==> src/rtl/bq_coef_loader.sv <==
// Wishbone initiator that writes the five biquad coefficients (a11, a12, b10, b11, b12) in address order.
// Define BQLOAD_VERIFY_EN to follow each write with a readback and compare.
module bq_coef_loader #(
   parameter logic [31:0] BASE_ADR = 32'h0,
   parameter logic [31:0] ADR_STEP = 32'h1,
   parameter int unsigned TIMEOUT  = 16
) (
   input  logic        wb_clk_i,
   input  logic        wb_rst_i,
   input  logic        start_i,
   input  logic [15:0] a11_i,
   input  logic [15:0] a12_i,
   input  logic [15:0] b10_i,
   input  logic [15:0] b11_i,
   input  logic [15:0] b12_i,
   output logic        busy_o,
   output logic        done_o,
   output logic        err_o,
   output logic [2:0]  err_idx_o,
   output logic        wbm_cyc_o,
   output logic        wbm_stb_o,
   output logic        wbm_we_o,
   output logic [31:0] wbm_adr_o,
   output logic [31:0] wbm_dat_o,
   input  logic [31:0] wbm_dat_i,
   input  logic        wbm_ack_i
);

   // state    | meaning
   // S_IDLE   | waiting for start_i
   // S_WR     | write strobe for coefficient idx
   // S_WR_GAP | one idle bus cycle after a write
   // S_RD     | readback strobe for coefficient idx (verify build)
   // S_RD_GAP | one idle bus cycle after a readback (verify build)
   // S_FIN    | done_o pulse, back to idle
   typedef enum logic [2:0] {
      S_IDLE   = 3'd0,
      S_WR     = 3'd1,
      S_WR_GAP = 3'd2,
      S_RD     = 3'd3,
      S_RD_GAP = 3'd4,
      S_FIN    = 3'd5
   } state_t;

   localparam logic [15:0] TMO_LOAD = 16'(TIMEOUT - 1);
   localparam logic [2:0]  IDX_LAST = 3'd4;

   state_t      r_state;
   state_t      w_state_nxt;
   logic [2:0]  r_idx;
   logic [2:0]  w_idx_nxt;
   logic [15:0] r_tmo;
   logic [15:0] w_tmo_nxt;
   logic [15:0] r_coef [0:4];

   logic        r_busy;
   logic        r_done;
   logic        r_err;
   logic [2:0]  r_err_idx;
   logic        r_cyc;
   logic        r_stb;
   logic        r_we;
   logic [31:0] r_adr;
   logic [31:0] r_dat;

   logic        w_latch;
   logic        w_err_nxt;
   logic [2:0]  w_err_idx_nxt;
   logic        w_xfer_nxt;
   logic        w_we_nxt;
   logic        w_busy_nxt;
   logic [31:0] w_adr_nxt;
   logic [15:0] w_coef_sel;
   logic        w_unused_dat;

   assign w_unused_dat = ^wbm_dat_i;

   always_comb begin
      w_state_nxt   = r_state;
      w_idx_nxt     = r_idx;
      w_tmo_nxt     = r_tmo;
      w_err_nxt     = r_err;
      w_err_idx_nxt = r_err_idx;
      w_latch       = 1'b0;
      case (r_state)
         S_IDLE: begin
            if (start_i) begin
               w_state_nxt   = S_WR;
               w_idx_nxt     = 3'd0;
               w_tmo_nxt     = TMO_LOAD;
               w_err_nxt     = 1'b0;
               w_err_idx_nxt = 3'd0;
               w_latch       = 1'b1;
            end
         end
         S_WR: begin
            if (wbm_ack_i) begin
               w_state_nxt = S_WR_GAP;
            end else if (r_tmo == 16'd0) begin
               w_state_nxt   = S_FIN;
               w_err_nxt     = 1'b1;
               w_err_idx_nxt = r_idx;
            end else begin
               w_tmo_nxt = r_tmo - 16'd1;
            end
         end
`ifdef BQLOAD_VERIFY_EN
         S_WR_GAP: begin
            w_state_nxt = S_RD;
            w_tmo_nxt   = TMO_LOAD;
         end
         S_RD: begin
            if (wbm_ack_i) begin
               if (wbm_dat_i[15:0] != r_coef[r_idx]) begin
                  w_state_nxt   = S_FIN;
                  w_err_nxt     = 1'b1;
                  w_err_idx_nxt = r_idx;
               end else begin
                  w_state_nxt = S_RD_GAP;
               end
            end else if (r_tmo == 16'd0) begin
               w_state_nxt   = S_FIN;
               w_err_nxt     = 1'b1;
               w_err_idx_nxt = r_idx;
            end else begin
               w_tmo_nxt = r_tmo - 16'd1;
            end
         end
         S_RD_GAP: begin
            if (r_idx == IDX_LAST) begin
               w_state_nxt = S_FIN;
            end else begin
               w_state_nxt = S_WR;
               w_idx_nxt   = r_idx + 3'd1;
               w_tmo_nxt   = TMO_LOAD;
            end
         end
`else
         S_WR_GAP: begin
            if (r_idx == IDX_LAST) begin
               w_state_nxt = S_FIN;
            end else begin
               w_state_nxt = S_WR;
               w_idx_nxt   = r_idx + 3'd1;
               w_tmo_nxt   = TMO_LOAD;
            end
         end
`endif
         S_FIN: w_state_nxt = S_IDLE;
         default: w_state_nxt = S_IDLE;
      endcase
   end

   // Outputs are registered from the next-state view so the bus sees them one edge after the decision.
   always_comb begin
      w_xfer_nxt = (w_state_nxt == S_WR) || (w_state_nxt == S_RD);
      w_we_nxt   = (w_state_nxt == S_WR);
      w_busy_nxt = (w_state_nxt == S_WR) || (w_state_nxt == S_WR_GAP) ||
                   (w_state_nxt == S_RD) || (w_state_nxt == S_RD_GAP);
      w_adr_nxt  = BASE_ADR + ADR_STEP * {29'd0, w_idx_nxt};
      w_coef_sel = w_latch ? a11_i : r_coef[w_idx_nxt];
   end

   always_ff @(posedge wb_clk_i) begin
      if (wb_rst_i) begin
         r_state   <= S_IDLE;
         r_idx     <= 3'd0;
         r_tmo     <= 16'd0;
         r_busy    <= 1'b0;
         r_done    <= 1'b0;
         r_err     <= 1'b0;
         r_err_idx <= 3'd0;
         r_cyc     <= 1'b0;
         r_stb     <= 1'b0;
         r_we      <= 1'b0;
         r_adr     <= 32'd0;
         r_dat     <= 32'd0;
         for (int i = 0; i < 5; i++) r_coef[i] <= 16'd0;
      end else begin
         r_state   <= w_state_nxt;
         r_idx     <= w_idx_nxt;
         r_tmo     <= w_tmo_nxt;
         r_busy    <= w_busy_nxt;
         r_done    <= (w_state_nxt == S_FIN);
         r_err     <= w_err_nxt;
         r_err_idx <= w_err_idx_nxt;
         r_cyc     <= w_xfer_nxt;
         r_stb     <= w_xfer_nxt;
         r_we      <= w_we_nxt;
         if (w_xfer_nxt) begin
            r_adr <= w_adr_nxt;
            r_dat <= {16'h0000, w_coef_sel};
         end
         if (w_latch) begin
            r_coef[0] <= a11_i;
            r_coef[1] <= a12_i;
            r_coef[2] <= b10_i;
            r_coef[3] <= b11_i;
            r_coef[4] <= b12_i;
         end
      end
   end

   assign busy_o    = r_busy;
   assign done_o    = r_done;
   assign err_o     = r_err;
   assign err_idx_o = r_err_idx;
   assign wbm_cyc_o = r_cyc;
   assign wbm_stb_o = r_stb;
   assign wbm_we_o  = r_we;
   assign wbm_adr_o = r_adr;
   assign wbm_dat_o = r_dat;

endmodule

==> config.mk <==
export PLATFORM = sky130hd
export DESIGN_NAME = bq_coef_loader
export DESIGN_NICKNAME = d
export VERILOG_FILES = /design/src/rtl/bq_coef_loader.sv
export SDC_FILE = /design/constraint.sdc
export NUM_CORES = 1
export LEC_CHECK = 0
export CAP_MARGIN = 10
export CORE_AREA = 3 3 150 152
export CTS_CLUSTER_SIZE = 25
export DETAILED_ROUTE_END_ITERATION = 8
export DIE_AREA = 0 0 153 155
export SYNTH_ARGS = -nofsm -noshare
export SYNTH_HDL_FRONTEND = slang
export SYNTH_SLANG_ARGS = --single-unit
export TNS_END_PERCENT = 30
==> constraint.sdc <==
create_clock -name wb_clk_i -period 3.9 [get_ports wb_clk_i]
set_clock_uncertainty 0.2 [all_clocks]
set_input_delay 0.78 -clock wb_clk_i [delete_from_list [all_inputs] [get_ports wb_clk_i]]
set_output_delay 0.78 -clock wb_clk_i [all_outputs]
set_load 0.02 [all_outputs]
==> summary.md <==
| Metric | Value |
|---|---|
| Final setup fails | `0` |
| Dpl hpwl | `9830 um` |
| GP Congestion | `0.775` |
| Via density | `4.39` |
| DRT Pass-1 Iters | `6` |
| DRT iter0 DRCs | `251` |
| Type of origin of the critical path | `register` |
| Largest net degree at the start of global routing | `82` |
| YS warnings | `0` |
| Part of the Yosys area used for sequential elements | `55.3%` |
| Maximum clock rate | `329 MHz` |
| CP endpoint kind | `register` |
| Global-route wire length before repair | `21700 um` |
| Num Clock Sinks | `129` |
| P&R area growth vs syn | `29.3%` |
| Root buf cell | `clkbuf_16` |
| Setup_tns | `0 ns` |
| ANT cells | `0` |
| Final hold slack | `0.253 ns` |
| Synth area leaders | `edfxtp_1 (39%), dfxtp_1 (16%), and2_1 (7.3%)` |
| Final net count | `775` |
| Most frequent cells in the layout | `clkdlybuf4s50_1 (110), edfxtp_1 (80), and2_1 (70)` |
| Final ANT Viol Nets | `0` |
| # rows | `53` |
| IR drop worst, VDD | `0.256 mV` |
| Hold_buf cts | `0` |
| Maximum fanout along the worst path | `15` |
| WL/cell | `15.0 um` |
| PostCTS Resize Cnt | `0` |
| Ports | `189` |
| Routed wire length | `14200 um` |
| Fin crit period | `3.04 ns` |
| Gr usage total | `12.0%` |
| Worst slew pin tran | `0.838 ns` |
| Rel. slew slack | `43.9%` |
| Worst-skew pair later-pin latency | `0.42 ns` |
| Synth Register Bits | `129` |
| Initial Util | `28.9%` |
| Commonest non-fill, non-tap cell in the layout | `clkdlybuf4s50_1` |
| Initial antenna violation count | `1` |
| CP arrival | `3.17 ns` |
| LEAKAGE | `3.14 nW` |
| Post-CTS Repair Setup Buffers | `0` |
| Max cap viols | `0` |
| Worst-path clk slew | `0.06 ns` |
| Most used DFF post-synth | `edfxtp_1` |
| Number of max-slew violations in the final report | `0` |
| CTS tree | `built` |
| TritonCTS Buffers | `17` |
| Number of flops mapped to enable cells by yosys | `80` |
| Tcrit/Tclk final | `77.8%` |
| Remaining DRCs | `0` |
| Die area | `0.0237 sq mm` |
| Outcome | `complete, no violations` |
| Share of cells above drive strength 1 | `10.9%` |
| Core Area | `0.0212 sq mm` |
| RSZ-0062 raised after global routing | `false` |
| Top cell type's share of synthesized area | `39.2%` |
| Type of the worst min-delay path | `register to register` |
| Synth area leader | `edfxtp_1` |
| Die W | `153 um` |
| Mean area per synthesized cell | `11.3 sq um` |
| H-tree depth | `4` |
| Final Hold Vio Count | `0` |
| Die H | `155 um` |
| Maximum clock path buffer count | `2` |
| Vias in the first global route | `3986` |
| Critical path class | `register to register` |
| WP data required | `4.03 ns` |
| Synth Cell Area | `0.00612 sq mm` |
| Post-synth ARST share | `0%` |
| Power Dens Cells | `466 mW/mm^2` |
| Syn Inst Count | `542` |
| Gr ovfl total | `0` |
| Vias | `4148` |
| Synth cell types | `53` |
| I/O Buffers | `111` |
## worst max-delay path, cell delays in order, from the launching register on
cell and delay (ns):
dfxtp_1 0.34, or4_1 0.70, nor3_2 0.28, nand4_2 0.36, and2_2 0.48, buf_4 0.24
o31a_1 0.12, a211oi_1 0.22
## cell usage after synthesis (all sizes together), types with 6 or more instances
cell type,number
mux2i,14
nand2,29
mux2,7
buf,59
dfxtp,49
nor2,50
inv,22
xor2,8
a211oi,6
mux4,9
and2,78
a21oi,17
nand4,10
or4,6
a311oi,15
edfxtp,80
nor3,8
clkbuf,18
## power by group
part	switching, mW	internal [mW]
Clock	0.622	0.881
Sequential	0.0508	1.58
Combinational	0.307	0.251
Total	0.980	2.71
## routing by layer
layer	vias up	track usage [%]	wire (um)
met5	-	0	13
li1	2053	-	-
met4	2	4.20	238
met1	1955	15.5	6350
met3	20	4.92	999
met2	118	18.4	6570
## area by class of cell
cell class,instances,area [sq um]
tap,275,344
sequential,129,3380
fill,2095,13200
inverter,23,87.6
timing repair buffer,128,1250
clock inverter,15,131
multi-input combinational,357,2300
clock buffer,17,425
## stage by stage
stage | std cells | setup WS, ns | util (%) | area (sq um) | power [mW]
after global placement | 912 | 0.486 | 34.8 | 7360 | 2.22
after floorplan | 586 | 0.561 | - | 6290 | 2.04
after detailed placement | 912 | 0.456 | 34.8 | 7360 | 2.22
after CTS | 944 | 0.869 | 37.4 | 7920 | 3.74
final | 944 | 0.864 | 37.4 | 7920 | 3.69
after global routing | 944 | 0.695 | 37.4 | 7920 | 3.86
## logic make-up after synthesis
kind of cell    Yosys count  share of synthesized area (%)
fa+ha+maj                 3                          0.613
compound gates           59                           7.07
simple gates            210                           18.8
other cells               1                         0.0612
mux                      30                           6.89
flops                   129                           55.3
buf+inv                 100                           9.93
xor+xnor                 10                           1.43
## final timing paths
check	startpoint	endpoint	slack, ns	depth (start not counted)
worst max-delay path	r_tmo[3]$_SDFFE_PP0P_	wbm_dat_o[6]$_SDFFE_PP0P_	0.86	7
worst min-delay path	wbm_adr_o[2]$_SDFFE_PP0P_	wbm_adr_o[2]$_SDFFE_PP0P_	0.25	2
worst max register to register	r_tmo[3]$_SDFFE_PP0P_	wbm_dat_o[6]$_SDFFE_PP0P_	0.86	7
worst min register to register	wbm_adr_o[2]$_SDFFE_PP0P_	wbm_adr_o[2]$_SDFFE_PP0P_	0.25	2
## state kept, by name, summed over array words and instances, names as in the netlist, 3 cells and up
signal and count:
r_tmo 16, r_idx 3, wbm_adr_o 3, r_coef 80
err_idx_o 3, r_state 3, wbm_dat_o 16
No activity file was read; power rests on OpenSTA's default activity.
==> variant: new RTL, same settings <==
Build with the macro `BQLOAD_VERIFY_EN` defined.
--- a/src/rtl/bq_coef_loader.sv
+++ b/src/rtl/bq_coef_loader.sv
@@ -2,2 +2,4 @@
 // Define BQLOAD_VERIFY_EN to follow each write with a readback and compare.
+`define BQLOAD_VERIFY_EN
+
 module bq_coef_loader #(
Behaviour: not the same (Yosys sat finds a counterexample within 4 cycles, from zero or initial values and one cycle with wb_rst_i high).
==> variant against the unedited design <==
  * Setup slack got worse by 0.21 ns
  * Design area rose by 13%
  * Sequential cell count did not move
  * Routed wire length rose by 26%
  * Total power rose by 12%
  * Count of clock-buffer cells in the layout rose by 1
  * Die area did not move
  * Area after synthesis rose by 14%
==> variant: results (changes against the unedited design) <==
- Synth Area in XOR/XNOR: 4.64% (+3.2 points)
- Compound-Gate Fraction of Synth Area: 9.86% (+2.8 points)
- IO buf count: 127 (+14%)
- Clock buffers: 18 (+1)
- Vias: 4924 (+19%)
- Met3 GRT Util: 3.98% (-0.95 points)
- Lkg Pwr: 3.26 nW (+3.7%)
- CTS H-tree lvls: 4 (unchanged)
- Run status: finished, final reports clean
- Fraction of area in multi-input gates: 35.4% (+6.4 points)
- Ys async rst share: 0% (unchanged)
- First-pass GRT wire length: 27600 um (+27%)
- CTS max path bufs: 2 (unchanged)
- Final WL: 17800 um (+26%)
- Final nets: 874 (+13%)
- Initial DRT Pass Iterations: 4 (-2)
- Largest net degree at the start of global routing: 46 (-44%)
- GR met1 Demand/Resource: 19.7% (+4.2 points)
- NonClk Buf Share: 15.6% (-0.15 points)
- Via-to-Cell Ratio: 4.72 (+7.4%)
- CTS Buf Count: 17 (unchanged)
- Buffers excl. clock: 144 (+13%)
- Unique masters post-synth: 63 (+19%)
- Synthesized cell area: 0.00698 sq mm (+14%)
- Invs w/o clock: 19 (-17%)
- First DRT Iteration DRCs: 280 (+12%)
- Clock Network Area Fraction: 6.62% (-0.41 points)
- Layout cells sized above 1: 11.8% (+0.94 points)
- Delay-heaviest family, CP: simple AND/OR/NAND/NOR gates
- Slew margin rel.: 19.6% (-24 points)
- Initial antenna violation count: 0 (-1)
- Register area share after synthesis: 48.5% (-6.8 points)
- Area Overhead vs Synth: 28.5%
- Post-DP Area: 0.00838 sq mm (+14%)
- Adder-cell share of the synthesized area: 0.538% (-0.075 points)
- Tightest Hold Check Type: flip-flop to flip-flop
- Placer's final routability congestion estimate: 0.827 (+6.7%)
- Seq Cell Count: 129 (unchanged)
- Final HPWL from detailed placement: 13000 um (+32%)
- Synthesized area per cell: 11.2 sq um (-1.3%)
- Multi-input gates: 444 (+24%)
- Slowest stage delay, CP: 0.91 ns (+0.21 ns)
- Top cells by count, synth: and2_1 (81), edfxtp_1 (80), nor2_1 (57), dfxtp_1 (49), buf_4 (48)
- Mux cell area share after synthesis: 10.2% (+3.3 points)
- Cells after DPL: 1011 (+11%)
- Setup Buffers After CTS: 0 (unchanged)
- Worst path arrival time: 3.38 ns (+0.21 ns)
- Fillers: 2045 (-2.4%)
- Register-to-Register Path Depth: 9 (+2)
- Most used DFF post-synth: edfxtp_1
- Number of global-route vias before repair: 4848 (+22%)
- Global routing met2 resource utilization: 24.8% (+6.4 points)
- Crit-path max FO: 11 (-4)
- Slowest stage cell on the critical path: nor2_1
- Switch Pwr: 0.00117 W (+20%)
- Synth top area cells: edfxtp_1 (34%), dfxtp_1 (14%), mux4_2 (7.7%)
- All-Layer GR Usage: 15.0% (+3.0 points)
- Worst vdd ir: 0.214 mV (-17%)
variant: cell count changes after synthesis, sizes merged, moves of 7 or more:
cell / before / now
mux4: 9 / 24
o21ai: 5 / 14
nor2: 50 / 57
a211oi: 6 / 15
nand4: 10 / 1
a311oi: 15 / 7
a221oi: 2 / 12
xnor2: 2 / 26
variant: power groups by stage:
stage	clock network [W]	registers [W]	logic, W
floorplan	0	0.00174	0.000516
CTS	0.00164	0.00171	0.000818
finish	0.00161	0.00171	0.000806
detailed placement	0	0.00174	0.000814
global route	0.00170	0.00173	0.000885
global placement	0	0.00173	0.000806
variant: layer usage:
metal  routed length (um)  vias to the layer above
li1                     -                     2444
met1                 7990                     2342
met2                 8830                      123
met3                  825                       15
met4                  201                        0
met5                    0                        -
variant: stage by stage:
| stage | power, W | util, % | setup WS, ns | hold slack [ns] |
|---|---|---|---|---|
| global placement | 0.00254 | 39.6 | 0.365 | 0.255 |
| finish | 0.00413 | 42.4 | 0.649 | 0.265 |
| detailed placement | 0.00255 | 39.6 | 0.314 | 0.262 |
| CTS | 0.00416 | 42.4 | 0.727 | 0.270 |
| global route | 0.00431 | 42.4 | 0.516 | 0.323 |
| floorplan | 0.00226 | - | 0.430 | 0.272 |
variant: path summary, 6_finish.rpt:
kind | startpoint | to | slack (ns)
setup / recovery | start_i | wbm_dat_o[6] | 0.65
hold reg to reg | wbm_adr_o[2] | wbm_adr_o[2] | 0.26
setup reg to reg | r_idx[1] | wbm_dat_o[6] | 0.79
hold / removal | wbm_adr_o[2] | wbm_adr_o[2] | 0.26
variant: tightest hold or removal path, stage by stage (launching register included):
cell and delay (ns):
dfxtp_1 0.31, nand2_1 0.05, a21oi_1 0.05
